[config.mk]
export PLATFORM = sky130hd
export DESIGN_NAME = dot_cmd_sequencer
export DESIGN_NICKNAME = d
export VERILOG_FILES = /design/src/rtl/dot_pkg.sv /design/src/rtl/dwell_counter.sv /design/src/rtl/dot_cmd_sequencer.sv
export SDC_FILE = /design/constraint.sdc
export NUM_CORES = 1
export LEC_CHECK = 0
export ABC_AREA = 1
export CAP_MARGIN = 20
export CORE_UTILIZATION = 50
export DETAILED_ROUTE_END_ITERATION = 7
export HOLD_SLACK_MARGIN = 0.12
export PLACE_DENSITY_LB_ADDON = 0.3
export SLEW_MARGIN = 15
export SYNTH_ARGS = -nofsm -noshare
export SYNTH_HDL_FRONTEND = slang
export SYNTH_SLANG_ARGS = --single-unit
[constraint.sdc]
create_clock -name clk -period 2.7 [get_ports clk]
set_clock_uncertainty 0.1 [all_clocks]
set_input_delay 0.675 -clock clk [delete_from_list [all_inputs] [get_ports clk]]
set_output_delay 0.675 -clock clk [all_outputs]
set_load 0.01 [all_outputs]
[src/rtl/dot_pkg.sv]
// Shared definitions for the dot_product switch command bus and its sequencer.
// Latency: none (constants, types and pure functions only).
// Backpressure: not applicable.
package dot_pkg;

    // Command codes carried in sw[15:12]
    localparam logic [3:0] CMD_IDLE    = 4'b0000;
    localparam logic [3:0] CMD_WR_A    = 4'b0001;
    localparam logic [3:0] CMD_WR_B    = 4'b0010;
    localparam logic [3:0] CMD_COMPUTE = 4'b1100;

    // Field layout of the 16-bit switch bus, MSB first
    typedef struct packed {
        logic [3:0] cmd;
        logic [1:0] rsvd;
        logic [1:0] idx;
        logic [7:0] dat;
    } sw_t;

    // Sequencer FSM state encoding
    localparam logic [2:0] ST_IDLE    = 3'd0;
    localparam logic [2:0] ST_WAIT    = 3'd1;
    localparam logic [2:0] ST_WR_A    = 3'd2;
    localparam logic [2:0] ST_GAP_A   = 3'd3;
    localparam logic [2:0] ST_WR_B    = 3'd4;
    localparam logic [2:0] ST_GAP_B   = 3'd5;
    localparam logic [2:0] ST_COMPUTE = 3'd6;
    localparam logic [2:0] ST_DONE    = 3'd7;

    // Assemble a bus word; the reserved bits are always zero
    function automatic logic [15:0] sw_pack(input logic [3:0] cmd,
                                            input logic [1:0] idx,
                                            input logic [7:0] dat);
        sw_t f;
        f.cmd  = cmd;
        f.rsvd = 2'b00;
        f.idx  = idx;
        f.dat  = dat;
        return f;
    endfunction

    // Counter reload value for an N-cycle dwell; N=0 is clamped to one cycle
    function automatic logic [15:0] dwell_load(input int unsigned n);
        if (n == 0)
            return 16'd0;
        return 16'(n - 1);
    endfunction

endpackage

[src/rtl/dwell_counter.sv]
// Down-counter timing how long the sequencer stays in a state.
// Latency: load takes effect at the next edge; expire is combinational from the count.
// Backpressure: none; counts every cycle until it reaches zero and then holds.
module dwell_counter (
    input  logic        clk,
    input  logic        rst,
    input  logic        load,
    input  logic [15:0] load_val,
    output logic        expire
);

    logic [15:0] cnt;

    // Reload on state entry, otherwise count down and park at zero
    always_ff @(posedge clk or posedge rst) begin
        if (rst)
            cnt <= '0;
        else if (load)
            cnt <= load_val;
        else if (cnt != '0)
            cnt <= cnt - 16'd1;
    end

    assign expire = (cnt == '0);

endmodule

[src/rtl/dot_cmd_sequencer.sv]
// Streams (a,b) element pairs into timed WR_A/WR_B/COMPUTE pulses on dot_product's switch bus.
// Latency: the accepting edge already shows WR_A on sw; every output is a register.
// Backpressure: in_ready only in WAIT_ELEM; abort port and behaviour exist only with SEQ_ABORT_EN.
module dot_cmd_sequencer
    import dot_pkg::*;
#(
    parameter int unsigned VEC_LEN     = 4,    // 1..4, index field is two bits
    parameter int unsigned PULSE_CYC   = 2,
    parameter int unsigned GAP_CYC     = 10,
    parameter int unsigned COMPUTE_CYC = 100
) (
`ifdef SEQ_ABORT_EN
    input  logic        abort,
`endif
    input  logic        clk,
    input  logic        btnc,
    input  logic        start,
    input  logic        in_valid,
    output logic        in_ready,
    input  logic [7:0]  in_a,
    input  logic [7:0]  in_b,
    output logic [15:0] sw,
    output logic        busy,
    output logic        done,
    output logic [1:0]  elem_idx
);

    localparam logic [15:0] PULSE_LD   = dwell_load(PULSE_CYC);
    localparam logic [15:0] GAP_LD     = dwell_load(GAP_CYC);
    localparam logic [15:0] COMPUTE_LD = dwell_load(COMPUTE_CYC);
    localparam logic [1:0]  LAST_IDX   = 2'(VEC_LEN - 1);

    logic [2:0]  state, state_n;
    logic [1:0]  idx_n;
    logic [7:0]  a_q, b_q, a_n, b_n;
    logic [15:0] sw_n, dwell_val;
    logic        busy_n, done_n, rdy_n;
    logic        dwell_exp, abort_hit;

`ifdef SEQ_ABORT_EN
    assign abort_hit = abort && (state != ST_IDLE);
`else
    assign abort_hit = 1'b0;
`endif

    // Next state, element index and latched operands
    always_comb begin
        state_n = state;
        idx_n   = elem_idx;
        a_n     = a_q;
        b_n     = b_q;
        case (state)
            ST_IDLE:    if (start) begin
                            state_n = ST_WAIT;
                            idx_n   = 2'd0;
                        end
            ST_WAIT:    if (in_valid && in_ready) begin
                            a_n     = in_a;
                            b_n     = in_b;
                            state_n = ST_WR_A;
                        end
            ST_WR_A:    if (dwell_exp) state_n = ST_GAP_A;
            ST_GAP_A:   if (dwell_exp) state_n = ST_WR_B;
            ST_WR_B:    if (dwell_exp) state_n = ST_GAP_B;
            ST_GAP_B:   if (dwell_exp) begin
                            if (elem_idx == LAST_IDX) begin
                                state_n = ST_COMPUTE;
                            end else begin
                                state_n = ST_WAIT;
                                idx_n   = elem_idx + 2'd1;
                            end
                        end
            ST_COMPUTE: if (dwell_exp) begin
                            state_n = ST_DONE;
                            idx_n   = 2'd0;
                        end
            default:    state_n = ST_IDLE;   // ST_DONE lasts exactly one cycle
        endcase
        if (abort_hit) begin
            state_n = ST_IDLE;
            idx_n   = 2'd0;
        end
    end

    // Output values for the state being entered, so they register on the same edge
    always_comb begin
        sw_n      = 16'h0000;
        dwell_val = 16'd0;
        case (state_n)
            ST_WAIT:    sw_n = sw_pack(CMD_IDLE, idx_n, sw[7:0]);
            ST_WR_A:    begin sw_n = sw_pack(CMD_WR_A, idx_n, a_n); dwell_val = PULSE_LD; end
            ST_GAP_A:   begin sw_n = sw_pack(CMD_IDLE, idx_n, a_n); dwell_val = GAP_LD;   end
            ST_WR_B:    begin sw_n = sw_pack(CMD_WR_B, idx_n, b_n); dwell_val = PULSE_LD; end
            ST_GAP_B:   begin sw_n = sw_pack(CMD_IDLE, idx_n, b_n); dwell_val = GAP_LD;   end
            ST_COMPUTE: begin sw_n = sw_pack(CMD_COMPUTE, 2'd0, 8'h00); dwell_val = COMPUTE_LD; end
            default:    sw_n = 16'h0000;
        endcase
        busy_n = (state_n != ST_IDLE) && (state_n != ST_DONE);
        done_n = (state_n == ST_DONE);
        rdy_n  = (state_n == ST_WAIT);
    end

    dwell_counter u_dwell (
        .clk      (clk),
        .rst      (btnc),
        .load     (state_n != state),
        .load_val (dwell_val),
        .expire   (dwell_exp)
    );

    // State and registered outputs; reset aborts with no pulse completion
    always_ff @(posedge clk or posedge btnc) begin
        if (btnc) begin
            state    <= ST_IDLE;
            elem_idx <= 2'd0;
            a_q      <= 8'h00;
            b_q      <= 8'h00;
            sw       <= 16'h0000;
            busy     <= 1'b0;
            done     <= 1'b0;
            in_ready <= 1'b0;
        end else begin
            state    <= state_n;
            elem_idx <= idx_n;
            a_q      <= a_n;
            b_q      <= b_n;
            sw       <= sw_n;
            busy     <= busy_n;
            done     <= done_n;
            in_ready <= rdy_n;
        end
    end

endmodule

==> results.json <==
{
  "wire_per_inst_um": 13.0,
  "post_synth_main_area_contributors": "sky130_fd_sc_hd__dfrtp_1 48%, sky130_fd_sc_hd__nand2_1 6.8%, sky130_fd_sc_hd__mux2i_1 5.8%",
  "grt_antenna_before_repair": 0,
  "use_met1": 0.236,
  "grt_start_max_net_pins": 26,
  "ant_nets": 0,
  "grt_setup_unrepaired": "false",
  "synth_warnings": 0,
  "fin_util": 0.635,
  "combinationalPowerShare": 0.034,
  "post-route-drc-count": 0,
  "crit_type": "flip-flop to flip-flop",
  "port_buffers": 38,
  "setup_tns_ps": 0,
  "timing.critical_path.slowest_cell_delay_ps": 400,
  "cts_resized": 0,
  "timing.max_slew.rel_slack": 0.653,
  "drtIter0Drc": 49,
  "num_antenna_cells": 0,
  "syn_area_um2": 2750,
  "cts.sink_count": 53,
  "p_leak_nw": 1.66,
  "globalRouteMet2Util": 0.353,
  "finalSetupViolations": 0,
  "min_period_over_period": 0.916,
  "ctsHoldBuffers": 0,
  "worst-endpoint-required_ps": 2790,
  "cts_setup_buffers": 0,
  "final-seq-area_um2": 1330,
  "worst_setup_path_start_kind": "flip-flop",
  "detail_route.wirelength_um": 5220,
  "cts_max_level": 2,
  "initial_utilization": 0.528,
  "status": "complete, no violations",
  "clock_tree_from_tritoncts": "built",
  "die_area_um2": 5800,
  "grt_pass1_wl_um": 8930,
  "clockPowerShare": 0.392,
  "critical_path_peak_fanout": 11,
  "clk_pin_slew_worst_paths_ps": 100,
  "layout.filler_cells": 447,
  "design.portCount": 41,
  "synthesis.area_per_instance_um2": 9.48,
  "synth-seq-cells": 53,
  "vdd.ir_drop.worst_mv": 0.209,
  "gr-max-usage-layer": "met2",
  "critical-path-slowest-cell": "sky130_fd_sc_hd__dfrtp_1",
  "placementRows": 26,
  "synthCells": 290,
  "tritoncts.num_buffers": 5,
  "worst-slew-pin-transition_ps": 520,
  "hold_viol": 0,
  "dieHeight_um": 76.2,
  "cts.root.buffer_cell": "sky130_fd_sc_hd__clkbuf_8",
  "routed_vias": 1991,
  "powerDensity_nw_per_um2": 418,
  "netlist.area_leader.share": 0.482,
  "seq_power_share": 0.574,
  "groute.usage.overall": 0.195,
  "maxCapViolCount": 0,
  "sum_of_overflow_across_all_layers_after_global_routing": 0,
  "number_of_search_and_repair_iterations_in_the_first_detailed_routing_pass": 4,
  "placeableCoreArea_um2": 5200,
  "end_kind": "flip-flop",
  "switchingPower_w": 0.000287,
  "synth.lib_cells_used.distinct": 36,
  "layout.nets": 354,
  "switching_share": 0.208,
  "floorplan.die.width_um": 76.2,
  "routed_via_density": 4.94,
  "yosysTopAreaCell": "sky130_fd_sc_hd__dfrtp_1",
  "syn_to_final_growth_pct": 20.2,
  "grt_pass1_vias": 1986,
  "routabilityCongestion": 0.840,
  "path_cells": "inv_1 -> ha_1 -> nand2_1 -> nor2_2 -> nand2_2 -> inv_2 -> nand2_1 -> nand3_2 -> inv_2 -> nand2_2 -> inv_2 -> nand2_1 -> o211ai_2",
  "synth-seq-area-share": 0.482,
  "cp.arrival_ps": 2570,
  "clk-insertion-delay-late_ps": 310,
  "worst_hold_slack_ps": 389,
  "max_clock_freq_mhz": 404,
  "hold_class": "flip-flop to flip-flop",
  "internal_power_w": 0.00109,
  "grtUsageMet3": 0.0419,
  "clock_path_buffers": 2,
  "period_needed_ps": 2470,
  "share_of_final_layout_standard_cells_stronger_than_drive_strength_1": 0.177,
  "multi_input_area_um2": 1210,
  "slew_viol_final": 0,
  "hpwlAfterDp_um": 3880
}
power by group through the flow:
stage / sequential, W / clock, W / combinational, W
finish: 0.000793 / 0.000541 / 0.0000474
CTS: 0.000793 / 0.000551 / 0.0000490
global route: 0.000793 / 0.000578 / 0.0000533
global placement: 0.000809 / 0 / 0.0000485
floorplan: 0.000809 / 0 / 0.0000155
detailed placement: 0.000809 / 0 / 0.0000488
placed cells by master, fill, tap and decap left out, types with 4 or more instances in the layout:
master and count:
sky130_fd_sc_hd__o211ai_2 8, sky130_fd_sc_hd__mux2i_1 16, sky130_fd_sc_hd__nor2_1 34, sky130_fd_sc_hd__xnor2_1 6, sky130_fd_sc_hd__inv_2 6, sky130_fd_sc_hd__nand3_1 15
sky130_fd_sc_hd__nand2_1 50, sky130_fd_sc_hd__dfrtp_1 53, sky130_fd_sc_hd__clkbuf_8 5, sky130_fd_sc_hd__nand3_2 4, sky130_fd_sc_hd__a21oi_1 5, sky130_fd_sc_hd__xor2_1 7
sky130_fd_sc_hd__nand2_2 14, sky130_fd_sc_hd__o21ai_0 5, sky130_fd_sc_hd__clkdlybuf4s50_1 38, sky130_fd_sc_hd__inv_1 33
final timing paths:
kind	slack (ps)	to	cells after the start	start
max	230	sw[5]$_DFFE_PP0N_	13	u_dwell.cnt[0]$_DFFE_PP0P_
min	390	a_q[3]$_DFF_PP0_	2	a_q[3]$_DFF_PP0_
max reg2reg	230	sw[5]$_DFFE_PP0N_	13	u_dwell.cnt[0]$_DFFE_PP0P_
min reg2reg	390	a_q[3]$_DFF_PP0_	2	a_q[3]$_DFF_PP0_
max in group asynchronous	1270	u_dwell.cnt[15]$_DFFE_PP0P_	3	btnc
min in group asynchronous	610	a_q[0]$_DFF_PP0_	2	btnc
registers in the layout (all words and copies together) (netlist names):
register and count:
u_dwell.cnt 16, in_ready 1, sw 13, state 3, busy 1, b_q 8, elem_idx 2, done 1
a_q 8
metrics by stage:
stage / instance area (um^2) / instances / setup slack, ps / power (W)
3_5_place_dp: 3200 / 396 / 242 / 0.000858
2_1_floorplan: 2750 / 291 / 639 / 0.000824
4_1_cts: 3300 / 403 / 216 / 0.00139
5_1_grt: 3300 / 403 / 47.3 / 0.00142
3_3_place_gp: 3200 / 396 / 315 / 0.000857
6_report: 3300 / 403 / 226 / 0.00138
cells in the mapped netlist (all sizes together):
| library cell | n |
|---|---|
| nand2 | 68 |
| dfrtp | 53 |
| inv | 40 |
| nor2 | 38 |
| nand3 | 19 |
| mux2i | 16 |
| a21oi | 8 |
| o211ai | 8 |
| buf | 7 |
| xor2 | 7 |
| o21ai | 6 |
| xnor2 | 6 |
| nor3 | 5 |
| a31oi | 1 |
| and3 | 1 |
| conb | 1 |
| ha | 1 |
| nand4 | 1 |
| nor3b | 1 |
| o21bai | 1 |
| o22ai | 1 |
| or2 | 1 |
worst max-delay path, delay by kind of cell (launching register included):
| kind | cells | cell delay (ps) |
|---|---|---|
| compound gates | 1 | 90 |
| fa+ha+maj | 1 | 210 |
| buf+inv | 4 | 480 |
| flops | 1 | 400 |
| simple gates | 7 | 1070 |
layout make-up:
type	instances	area share
clock buffers	5	0.0208
clock inverters	2	0.0117
inverters	40	0.0462
multi-input cells	191	0.365
flip-flops and latches	53	0.401
well taps	70	0.0265
repair buffers	42	0.128
cell families (layout without fill, tap and decap cells):
group,after synthesis,in the layout,synth area share
simple gates,134,134,0.251
flops,53,53,0.482
buf+inv,47,89,0.0801
compound gates,25,25,0.0814
mux,16,16,0.0582
xor+xnor,13,13,0.0414
fa+ha+maj,1,1,0.00455
other cells,1,2,0.00136
layer usage:
layer  wire [um]  vias to the layer above  part of all wire
li1            -                     1002                 -
met1        2300                      947              0.44
met2        2690                       38              0.51
met3         200                        4             0.038
met4          33                        0            0.0063
met5           0                        -                 0
No activity file was read; power rests on OpenSTA's default activity.
